## config.mk

```make
export PLATFORM = sky130hd
export DESIGN_NAME = io_uart_flat
export DESIGN_NICKNAME = d
export VERILOG_FILES = /design/src/rtl/io_uart_if.sv /design/src/rtl/io_uart.sv /design/src/flat_wrapper.sv
export SDC_FILE = /design/constraint.sdc
export NUM_CORES = 1
export LEC_CHECK = 0
export ABC_CLOCK_PERIOD_IN_PS = 3000
export CORE_MARGIN = 2
export CORE_UTILIZATION = 57
export DETAILED_ROUTE_END_ITERATION = 7
export DONT_BUFFER_PORTS = 1
export HOLD_SLACK_MARGIN = 0.15
export PLACE_DENSITY = 0.75
export SYNTH_ARGS = -nofsm -noshare
export SYNTH_HDL_FRONTEND = slang
export SYNTH_SLANG_ARGS = --single-unit
export TNS_END_PERCENT = 10
```

## constraint.sdc

```tcl
create_clock -name clk -period 3 [get_ports clk]
set_clock_uncertainty 0.05 [all_clocks]
set_input_delay 0.6 -clock clk [delete_from_list [all_inputs] [get_ports clk]]
set_output_delay 0.6 -clock clk [all_outputs]
set_load 0.01 [all_outputs]
```

## src/rtl/io_uart_if.sv

```systemverilog
// CPU I/O bus as seen by the UART: read/write strobes, address, write data
// and the combinational read data returned to the core.
interface io_uart_if;
  logic        io_rd;
  logic        io_wr;
  logic [15:0] mem_addr;
  logic [15:0] dout;
  logic [15:0] io_din;

  // Core side drives strobes, address and write data.
  modport master (
    output io_rd,
    output io_wr,
    output mem_addr,
    output dout,
    input  io_din
  );

  // Peripheral side answers with read data.
  modport slave (
    input  io_rd,
    input  io_wr,
    input  mem_addr,
    input  dout,
    output io_din
  );
endinterface

```

## src/rtl/io_uart.sv

```systemverilog
// UART peripheral on the CPU I/O bus: TX holding register feeding a shift
// FSM, a two-flop synchronised RX deserialiser feeding a small FIFO, and a
// status register with sticky overrun / framing error flags.
module io_uart #(
  parameter int unsigned DIV       = 104,
  parameter int unsigned RX_DEPTH  = 8,
  parameter logic [15:0] ADDR_DATA = 16'h1000,
  parameter logic [15:0] ADDR_STAT = 16'h2000
) (
  input  logic       clk,
  input  logic       resetq,
  io_uart_if.slave   bus,
  input  logic       uart_rx,
  output logic       uart_tx
);

  localparam int CW   = $clog2(DIV);
  localparam int PW   = $clog2(RX_DEPTH);
  localparam int CNTW = PW + 1;

  localparam logic [CW-1:0]   DIV_M1  = CW'(DIV - 1);
  localparam logic [CW-1:0]   HALF_M1 = CW'(DIV / 2 - 1);
  localparam logic [CNTW-1:0] FULL    = CNTW'(RX_DEPTH);

  typedef enum logic [1:0] {ST_IDLE, ST_START, ST_DATA, ST_STOP} ser_state_t;

  // ---------------------------------------------------------------- decode
  logic sel_data, sel_stat;
  logic wr_data, rd_data, rd_stat;

  assign sel_data = (bus.mem_addr == ADDR_DATA);
  assign sel_stat = (bus.mem_addr == ADDR_STAT);
  assign wr_data  = bus.io_wr & sel_data;
  assign rd_data  = bus.io_rd & sel_data;
  assign rd_stat  = bus.io_rd & sel_stat;

  // ---------------------------------------------------------------- TX path
  ser_state_t    tx_state;
  logic [CW-1:0] tx_cnt;
  logic [2:0]    tx_bit;
  logic [7:0]    tx_shift;
  logic          hold_full;
  logic [7:0]    hold_data;

  // Holding register load and TX shift FSM; uart_tx is registered.
  // NOTE: sequential state uses non-blocking assignments so every flop
  // samples pre-edge values regardless of statement order.
  always_ff @(posedge clk or negedge resetq) begin
    if (!resetq) begin
      tx_state  <= ST_IDLE;
      tx_cnt    <= '0;
      tx_bit    <= '0;
      tx_shift  <= '0;
      hold_full <= 1'b0;
      hold_data <= '0;
      uart_tx   <= 1'b1;
    end else begin
      // Writes while the holding register is occupied are discarded.
      if (wr_data && !hold_full) begin
        hold_full <= 1'b1;
        hold_data <= bus.dout[7:0];
      end
      case (tx_state)
        ST_IDLE: begin
          if (hold_full) begin
            tx_shift  <= hold_data;
            hold_full <= 1'b0;
            tx_cnt    <= DIV_M1;
            uart_tx   <= 1'b0;
            tx_state  <= ST_START;
          end
        end
        ST_START: begin
          if (tx_cnt == '0) begin
            tx_cnt   <= DIV_M1;
            tx_bit   <= '0;
            uart_tx  <= tx_shift[0];
            tx_state <= ST_DATA;
          end else begin
            tx_cnt <= tx_cnt - 1'b1;
          end
        end
        ST_DATA: begin
          if (tx_cnt == '0) begin
            tx_cnt <= DIV_M1;
            if (tx_bit == 3'd7) begin
              uart_tx  <= 1'b1;
              tx_state <= ST_STOP;
            end else begin
              tx_shift <= tx_shift >> 1;
              uart_tx  <= tx_shift[1];
              tx_bit   <= tx_bit + 1'b1;
            end
          end else begin
            tx_cnt <= tx_cnt - 1'b1;
          end
        end
        ST_STOP: begin
          if (tx_cnt == '0) begin
            // Chain straight into the next start bit so the stop bit is
            // exactly DIV clocks when a byte is already waiting.
            if (hold_full) begin
              tx_shift  <= hold_data;
              hold_full <= 1'b0;
              tx_cnt    <= DIV_M1;
              uart_tx   <= 1'b0;
              tx_state  <= ST_START;
            end else begin
              tx_state <= ST_IDLE;
            end
          end else begin
            tx_cnt <= tx_cnt - 1'b1;
          end
        end
        default: tx_state <= ST_IDLE;
      endcase
    end
  end

  // ---------------------------------------------------------------- RX path
  logic rx_s1, rx_s2, rx_prev;
  logic rx_line;

  assign rx_line = rx_s2;

  // Two-flop synchroniser plus one history flop for falling-edge detect.
  always_ff @(posedge clk or negedge resetq) begin
    if (!resetq) begin
      rx_s1   <= 1'b1;
      rx_s2   <= 1'b1;
      rx_prev <= 1'b1;
    end else begin
      rx_s1   <= uart_rx;
      rx_s2   <= rx_s1;
      rx_prev <= rx_s2;
    end
  end

  ser_state_t    rx_state;
  logic [CW-1:0] rx_cnt;
  logic [2:0]    rx_bit;
  logic [7:0]    rx_shift;
  logic          rx_stop_tick;

  assign rx_stop_tick = (rx_state == ST_STOP) && (rx_cnt == '0);

  // RX deserialiser: start detect needs a high-to-low transition, so after
  // a framing error the line must return high before the next frame.
  always_ff @(posedge clk or negedge resetq) begin
    if (!resetq) begin
      rx_state <= ST_IDLE;
      rx_cnt   <= '0;
      rx_bit   <= '0;
      rx_shift <= '0;
    end else begin
      case (rx_state)
        ST_IDLE: begin
          if (rx_prev && !rx_line) begin
            rx_cnt   <= HALF_M1;
            rx_state <= ST_START;
          end
        end
        ST_START: begin
          if (rx_cnt == '0) begin
            if (rx_line) begin
              rx_state <= ST_IDLE;
            end else begin
              rx_cnt   <= DIV_M1;
              rx_bit   <= '0;
              rx_state <= ST_DATA;
            end
          end else begin
            rx_cnt <= rx_cnt - 1'b1;
          end
        end
        ST_DATA: begin
          if (rx_cnt == '0) begin
            rx_shift <= {rx_line, rx_shift[7:1]};
            rx_cnt   <= DIV_M1;
            if (rx_bit == 3'd7) rx_state <= ST_STOP;
            else                rx_bit   <= rx_bit + 1'b1;
          end else begin
            rx_cnt <= rx_cnt - 1'b1;
          end
        end
        ST_STOP: begin
          if (rx_cnt == '0) rx_state <= ST_IDLE;
          else              rx_cnt   <= rx_cnt - 1'b1;
        end
        default: rx_state <= ST_IDLE;
      endcase
    end
  end

  // ---------------------------------------------------------------- RX FIFO
  logic [7:0]      fifo_mem [RX_DEPTH];
  logic [PW-1:0]   wr_ptr, rd_ptr;
  logic [CNTW-1:0] rx_count;
  logic            fifo_empty, fifo_full;
  logic            push_req, push, pop;

  assign fifo_empty = (rx_count == '0);
  assign fifo_full  = (rx_count == FULL);
  assign push_req   = rx_stop_tick && rx_line;
  assign pop        = rd_data && !fifo_empty;
  // A simultaneous pop frees the slot, so a full FIFO still accepts.
  assign push       = push_req && (!fifo_full || pop);

  // FIFO storage write.
  // NOTE: storage has no reset; occupancy is tracked by the reset pointers
  // and count, so stale contents are never observable.
  always_ff @(posedge clk) begin
    if (push) fifo_mem[wr_ptr] <= rx_shift;
  end

  // FIFO pointers and occupancy.
  always_ff @(posedge clk or negedge resetq) begin
    if (!resetq) begin
      wr_ptr   <= '0;
      rd_ptr   <= '0;
      rx_count <= '0;
    end else begin
      if (push) wr_ptr <= wr_ptr + 1'b1;
      if (pop)  rd_ptr <= rd_ptr + 1'b1;
      if (push && !pop)      rx_count <= rx_count + 1'b1;
      else if (!push && pop) rx_count <= rx_count - 1'b1;
    end
  end

  // ---------------------------------------------------------------- status
  logic ovr, ferr;

  // Sticky error flags: cleared by a status read, a same-cycle set wins.
  always_ff @(posedge clk or negedge resetq) begin
    if (!resetq) begin
      ovr  <= 1'b0;
      ferr <= 1'b0;
    end else begin
      ovr  <= (ovr  && !rd_stat) || (push_req && fifo_full && !pop);
      ferr <= (ferr && !rd_stat) || (rx_stop_tick && !rx_line);
    end
  end

  logic tx_ready, tx_idle, rx_avail;
  logic [15:0] rdata;

  assign tx_ready = !hold_full;
  assign tx_idle  = !hold_full && (tx_state == ST_IDLE);
  assign rx_avail = !fifo_empty;

  // Combinational read mux; the core captures io_din at the strobe edge.
  // NOTE: rdata gets a default first so no path leaves it unassigned.
  always_comb begin
    rdata = '0;
    if (sel_data) begin
      if (!fifo_empty) rdata = {8'h00, fifo_mem[rd_ptr]};
    end else if (sel_stat) begin
      rdata = {11'b0, ferr, ovr, tx_idle, rx_avail, tx_ready};
    end
  end

  assign bus.io_din = rdata;

endmodule

```

## src/flat_wrapper.sv

```systemverilog
// flat-port wrapper written by rule: the top's interface ports become plain ports
module io_uart_flat 
#(
  parameter int unsigned DIV       = 104,
  parameter int unsigned RX_DEPTH  = 8,
  parameter logic [15:0] ADDR_DATA = 16'h1000,
  parameter logic [15:0] ADDR_STAT = 16'h2000
)
  (clk, resetq, uart_rx, uart_tx, bus_io_rd, bus_io_wr, bus_mem_addr, bus_dout, bus_io_din);
  io_uart_if bus_i ();
  input  logic clk;
  input  logic resetq;
  input  logic uart_rx;
  output logic uart_tx;
  input wire logic [$bits(bus_i.io_rd)-1:0] bus_io_rd;
  input wire logic [$bits(bus_i.io_wr)-1:0] bus_io_wr;
  input wire logic [$bits(bus_i.mem_addr)-1:0] bus_mem_addr;
  input wire logic [$bits(bus_i.dout)-1:0] bus_dout;
  output wire logic [$bits(bus_i.io_din)-1:0] bus_io_din;
  assign bus_i.io_rd = bus_io_rd;
  assign bus_i.io_wr = bus_io_wr;
  assign bus_i.mem_addr = bus_mem_addr;
  assign bus_i.dout = bus_dout;
  assign bus_io_din = bus_i.io_din;
  io_uart #(.DIV(DIV), .RX_DEPTH(RX_DEPTH), .ADDR_DATA(ADDR_DATA), .ADDR_STAT(ADDR_STAT)) u_core (.clk(clk), .resetq(resetq), .bus(bus_i), .uart_rx(uart_rx), .uart_tx(uart_tx));
endmodule
```

==> impl_metrics.env, run 1 <==
export IMPL_status="finished clean"
export IMPL_totalWireLength_mm=11.90
export IMPL_postCtsSetupRepairBufs=0
export IMPL_slew_viol_final=0
export IMPL_syn_avg_cell_area_um2=13.04
export IMPL_synth_area_leaders="edfxtp_1 32%, dfrtp_1 25%, mux4_2 6.0%"
export IMPL_cts_buffers_inserted=17
export IMPL_place_hpwl_mm=7.738
export IMPL_final_setup_worst_slack_ns=0.1939
export IMPL_startpoint="u_core.rx_cnt[5]"
export IMPL_yosysMostFrequentCell="edfxtp_1"
export IMPL_vias_per_cell=6.071
export IMPL_clk_pin_slew_worst_paths_ns=0.06
export IMPL_drt_iter0_markers=278
export IMPL_start_util_pct=58.62
export IMPL_maxSlewHeadroom_pct=54.54
export IMPL_whs_path_depth=1
export IMPL_cap_viol_max_count=0
export IMPL_cts_sinks=129
export IMPL_synth_common_cells="64 x edfxtp_1, 61 x dfrtp_1, 28 x nor2_1"
export IMPL_synth_top_area_cell="edfxtp_1"
export IMPL_core_area_um2=10280
export IMPL_drc_errors=0
export IMPL_clockBufferDepth=2
export IMPL_syn_cell_area_um2=6025
export IMPL_antenna_cells=0
export IMPL_first_global_vias=3954
export IMPL_arrival_ns=3.15
export IMPL_dpl_cell_area_um2=6321
export IMPL_grt_start_max_net_pins=66
export IMPL_cts_root_buffer="clkbuf_8"
export IMPL_cts_htree_levels=4
export IMPL_grt_overflow_total=0
export IMPL_io_buffer_count=0
export IMPL_setup_viol=0
export IMPL_dp_slack_ns=0.04397
export IMPL_ys_ff_latch=129
export IMPL_worst_path_max_fanout=4
export IMPL_p_leak_nw=2.758
export IMPL_max_freq_ghz=0.3564
export IMPL_worstSetupStartpointType="flop"
export IMPL_die_h_um=106.8
export IMPL_required_ns=3.35
export IMPL_place_congestion=0.8027
export IMPL_hold_path_end="u_core.hold_data[1]"
export IMPL_groute_usage_overall_pct=22.79
export IMPL_seq_area_um2=3555
export IMPL_cp_end_kind="flop"
export IMPL_synth_distinct_cells=59
export IMPL_die_w_um=106.8
export IMPL_antenna_found_initial=0
export IMPL_yosysTopAreaCellShare_pct=31.90
export IMPL_cts_tree="built"
export IMPL_io_pins=54
export IMPL_final_area_um2=6930
export IMPL_period_minus_slack_ns=2.806
export IMPL_yosysWarnings=0
export IMPL_seq_area_frac_synth_pct=58.98
export IMPL_num_rows=37
export IMPL_finalNetCount=553
export IMPL_finalSetupTns_ns=0
export IMPL_areaGrowthSynthToFinish_pct=15.04
export IMPL_irDropWorstVdd_uv=600.1
export IMPL_critPathKind="reg2reg"
export IMPL_worst_pin_slew_ns=0.6789
export IMPL_min_delay_start="bus_dout[1]"
export IMPL_synth_main_ff_cell="edfxtp_1"
export IMPL_drive_above_1_share_pct=21.06
export IMPL_r2r_end="u_core.rx_count[3]"
export IMPL_first_pass_iters=5
export IMPL_insertion_delay_ns=0.52
export IMPL_ant_nets=0
export IMPL_dieArea_um2=11410
export IMPL_fin_crit_sh_pct=93.54
export IMPL_grt_pass1_wl_mm=19.46
export IMPL_powerDensity_nw_per_um2=704.2
export IMPL_wl_per_cell_um=18.47
export IMPL_fillers=701
export IMPL_async_reset_ff_share_pct=50.39
export IMPL_rrSetupSlack_ns=0.19
export IMPL_synth_edf_count=64
export IMPL_hold_viol=0
export IMPL_worstReg2RegStart="u_core.rx_cnt[5]"
export IMPL_reg2reg_depth=12
export IMPL_hp_class="in2reg"
export IMPL_synthCells=462
export IMPL_vias=3910
export IMPL_multi_input_area_um2=2325
-- per-stage QoR --
stage	hold slack [ns]	std cells	total power, mW	util, %
2_1_floorplan	0.2544	469	2.765	-
3_3_place_gp	0.2557	609	2.938	61.50
3_5_place_dp	0.2562	609	2.971	61.50
4_1_cts	0.1712	644	4.895	67.38
5_1_grt	0.1627	644	5.113	67.43
6_report	0.1829	644	4.880	67.43
-- how the worst max path moves through the flow --
stage,endpoint,slack (ns)
after detailed placement,u_core.rx_count[3],0.04
after CTS,u_core.rx_count[3],0.07
after global routing,u_core.rx_count[3],-0.03
after floorplan,u_core.rx_count[3],0.03
final,u_core.rx_count[3],0.19
after global placement,u_core.rx_count[3],0.12
-- cell families after synthesis --
| family | count (synthesis) | synth area share, % |
|---|---|---|
| other | 1 | 0.06225 |
| buffers and inverters | 45 | 3.448 |
| XOR/XNOR | 9 | 1.308 |
| AND/OR/NAND/NOR | 114 | 9.782 |
| flip-flops | 129 | 58.98 |
| AO/OA/AOI/OAI | 100 | 11.07 |
| multiplexers | 43 | 10.86 |
| adder cells (fa/ha/maj) | 21 | 4.486 |
-- cell type report --
class	count	share of cell area (%)
Clock inverter	12	1.589
Inverter	24	1.300
Timing Repair Buffer	28	3.394
Clock buffer	20	6.427
Sequential cell	129	51.29
Multi-Input combinational cell	295	33.54
Tap cell	136	2.455
-- routing by layer --
metal / global-route usage (%) / vias up / part of all wire, %
met5: 0 / - / 0
met4: 9.740 / 0 / 2.5
met3: 6.261 / 27 / 6.2
met2: 38.58 / 153 / 51
met1: 27.56 / 1936 / 40
li1: - / 1794 / -
-- report_power, final --
part,leakage [nW],switching [mW],internal [mW]
combinational,1.03,0.512,0.382
sequential,1.47,0.116,1.97
clock,0.265,0.757,1.14
-- registers in the layout (all words and copies together) (netlist names), 2 cells and up, named ones only --
signal and cells:
u_core.tx_state 2, u_core.tx_bit 3, u_core.rx_cnt 7, u_core.fifo_mem 64
u_core.wr_ptr 3, u_core.rd_ptr 3, u_core.tx_shift 8, u_core.tx_cnt 7
u_core.hold_data 8, u_core.rx_count 4, u_core.rx_bit 3, u_core.rx_shift 8
-- critical path: stages (launching register included) --
cell and delay [ns]:
dfrtp_1 0.37, or4_1 0.62, nor3_2 0.24, nand2_2 0.09, inv_1 0.06, ha_1 0.17
inv_1 0.10, ha_1 0.29, a21o_1 0.15, a21oi_1 0.18, xnor2_1 0.13, nor2_1 0.07
xor2_1 0.15
-- what timing repair did --
| action | CTS | global route |
|---|---|---|
| hold buffers | 3 | 0 |
| cloned | 0 | 0 |
| pin swaps | 0 | 1 |
| endpoints found under the hold margin | 66 | 0 |
| resized for setup | 1 | 1 |
| setup endpoints to repair | 1 | 1 |
-- layout by cell type (no fill, tap or decap), drive strengths merged, types with 3 or more instances in the layout --
cell type / count
edfxtp: 64
dfrtp: 61
nor2: 28
buf: 26
inv: 26
a21oi: 24
nand2: 24
o21ai: 23
ha: 20
clkbuf: 20
mux2: 19
mux4: 16
nor3: 15
o21a: 13
nand3: 10
nand2b: 9
xnor2: 8
mux2i: 8
o22a: 8
conb: 8
nor4: 8
a22o: 6
clkinv: 6
nor2b: 4
o31ai: 4
dfstp: 4
nand4: 3
o22ai: 3
o211ai: 3
clkinvlp: 3
(Power assumes the default switching activity.)
==> run 2: changes to the inputs <==
==> constraint.sdc (replaced) <==
create_clock -name clk -period 3 [get_ports clk]
set_clock_uncertainty 0.05 [all_clocks]
set_input_delay 0.6 -clock clk [delete_from_list [all_inputs] [get_ports clk]]
set_output_delay 0.6 -clock clk [all_outputs]
set_load 0.05 [all_outputs]
==> impl_metrics.env, run 2 (synthesized netlist as in run 1, its figures left out) <==
export IMPL_cts_htree_levels=4
export IMPL_critical_path_top_delay_family="multiplexers"
export IMPL_die_w_um=106.8
export IMPL_cts_buffers_inserted=17
export IMPL_die_h_um=106.8
export IMPL_cp_cell_sequence="mux4_2 > mux2_2 > a21oi_2 > nor2_1 > buf_6"
export IMPL_dp_slack_ns=-0.06806
export IMPL_powerDensity_nw_per_um2=695.1
export IMPL_first_pass_iters=4
export IMPL_status="finished clean"
export IMPL_hold_ws_ns=0.1746
export IMPL_cap_viol_max_count=0
export IMPL_dieArea_um2=11410
export IMPL_worstSetupStartpointType="flop"
export IMPL_worst_pin_slew_ns=0.6844
export IMPL_slew_viol_final=0
export IMPL_drive_above_1_share_pct=22.12
export IMPL_grt_start_max_net_pins=66
export IMPL_totalWireLength_mm=12.23
export IMPL_clockBufferDepth=2
export IMPL_ant_nets=0
export IMPL_groute_usage_overall_pct=23.74
export IMPL_maxSlewHeadroom_pct=54.18
export IMPL_cp_slowest_cell="mux4_2"
export IMPL_vias_per_cell=5.881
export IMPL_final_cell_mix="64 x edfxtp_1, 59 x dfrtp_1, 33 x buf_4"
export IMPL_arrival_ns=2.25
export IMPL_finalSetupTns_ns=0
export IMPL_worstReg2RegStart="u_core.rx_cnt[4]"
export IMPL_vias=3858
export IMPL_worst_path_max_fanout=6
export IMPL_largest_reg_flops=64
export IMPL_core_area_um2=10280
export IMPL_seq_area_um2=3556
export IMPL_startpoint="u_core.rd_ptr[0]"
export IMPL_multi_input_area_um2=2305
export IMPL_areaGrowthSynthToFinish_pct=16.22
export IMPL_min_delay_start="bus_dout[5]"
export IMPL_dpl_cell_area_um2=6366
export IMPL_cts_tree="built"
export IMPL_final_common_cell="edfxtp_1"
export IMPL_wl_per_cell_um=18.64
export IMPL_rsz0062_at_grt="yes"
export IMPL_antenna_found_initial=0
export IMPL_hold_viol=0
export IMPL_irDropWorstVdd_uv=587.1
export IMPL_antenna_cells=0
export IMPL_final_setup_worst_slack_ns=0.09972
export IMPL_cts_sinks=129
export IMPL_insertion_delay_ns=0.53
export IMPL_hp_class="in2reg"
export IMPL_fillers=723
export IMPL_num_rows=37
export IMPL_final_area_um2=7002
export IMPL_grt_pass1_wl_mm=20.20
export IMPL_place_hpwl_mm=8.188
export IMPL_max_freq_ghz=0.3448
export IMPL_required_ns=2.35
export IMPL_io_buffer_count=0
export IMPL_regMostFlops="u_core.fifo_mem"
export IMPL_cts_root_buffer="clkbuf_8"
export IMPL_critPathBufInv=1
export IMPL_slowest_delay_ns=0.53
export IMPL_finalNetCount=565
export IMPL_clk_pin_slew_worst_paths_ns=0.06
export IMPL_place_congestion=0.8810
export IMPL_p_leak_nw=2.824
export IMPL_fin_crit_sh_pct=96.68
export IMPL_period_minus_slack_ns=2.900
export IMPL_drt_iter0_markers=282
export IMPL_first_global_vias=4068
export IMPL_power_mw=4.867
export IMPL_setup_viol=0
export IMPL_grt_overflow_total=0
export IMPL_critPathKind="reg2out"
export IMPL_start_util_pct=58.62
export IMPL_io_pins=54
export IMPL_drc_errors=0
export IMPL_cp_end_kind="output port"
run 2: routing by layer:
metal / vias to the layer above / routed length, µm / track usage, %
met3: 20 / 664 / 6.748
met1: 1923 / 5007 / 28.19
met4: 0 / 204 / 8.627
li1: 1811 / - / -
met5: - / 0 / 0
met2: 104 / 6351 / 41.31
run 2: metrics by stage:
step / util (%) / cells
after floorplan: - / 469
after global placement: 61.94 / 619
after detailed placement: 61.94 / 619
after CTS: 67.87 / 656
after global routing: 68.13 / 656
final: 68.13 / 656
run 2: final cells by class:
class | count | share of cell area [%]
sequential | 129 | 50.79
multi-input combinational | 295 | 32.92
clock buffer | 22 | 6.469
timing repair buffer | 40 | 4.878
tap | 136 | 2.430
inverter | 24 | 1.287
clock inverter | 10 | 1.233
run 2: power breakdown:
| part | switching (mW) | internal (mW) |
|---|---|---|
| logic | 0.538 | 0.378 |
| registers | 0.124 | 1.97 |
| clock network | 0.724 | 1.13 |
| total | 1.39 | 3.48 |
run 2: worst paths after layout:
kind | end | slack, ns | depth (start not counted)
max | bus_io_din[1] | 0.1 | 5
min | u_core.hold_data[5] | 0.17 | 1
max reg2reg | u_core.rx_count[3] | 0.1 | 12
min reg2reg | u_core.rx_line | 0.31 | 0
max in group asynchronous | u_core.rx_prev | 1.99 | 2
min in group asynchronous | u_core.hold_data[4] | 0.56 | 2
run 2: what timing repair did:
| item | in CTS | in global routing |
|---|---|---|
| endpoints found under the setup margin | 3 | 9 |
| pin swaps | 0 | 0 |
| buffers inserted | 0 | 0 |
| hold endpoints to repair | 68 | 0 |
| hold buffers | 5 | 0 |
| resized for setup | 2 | 7 |
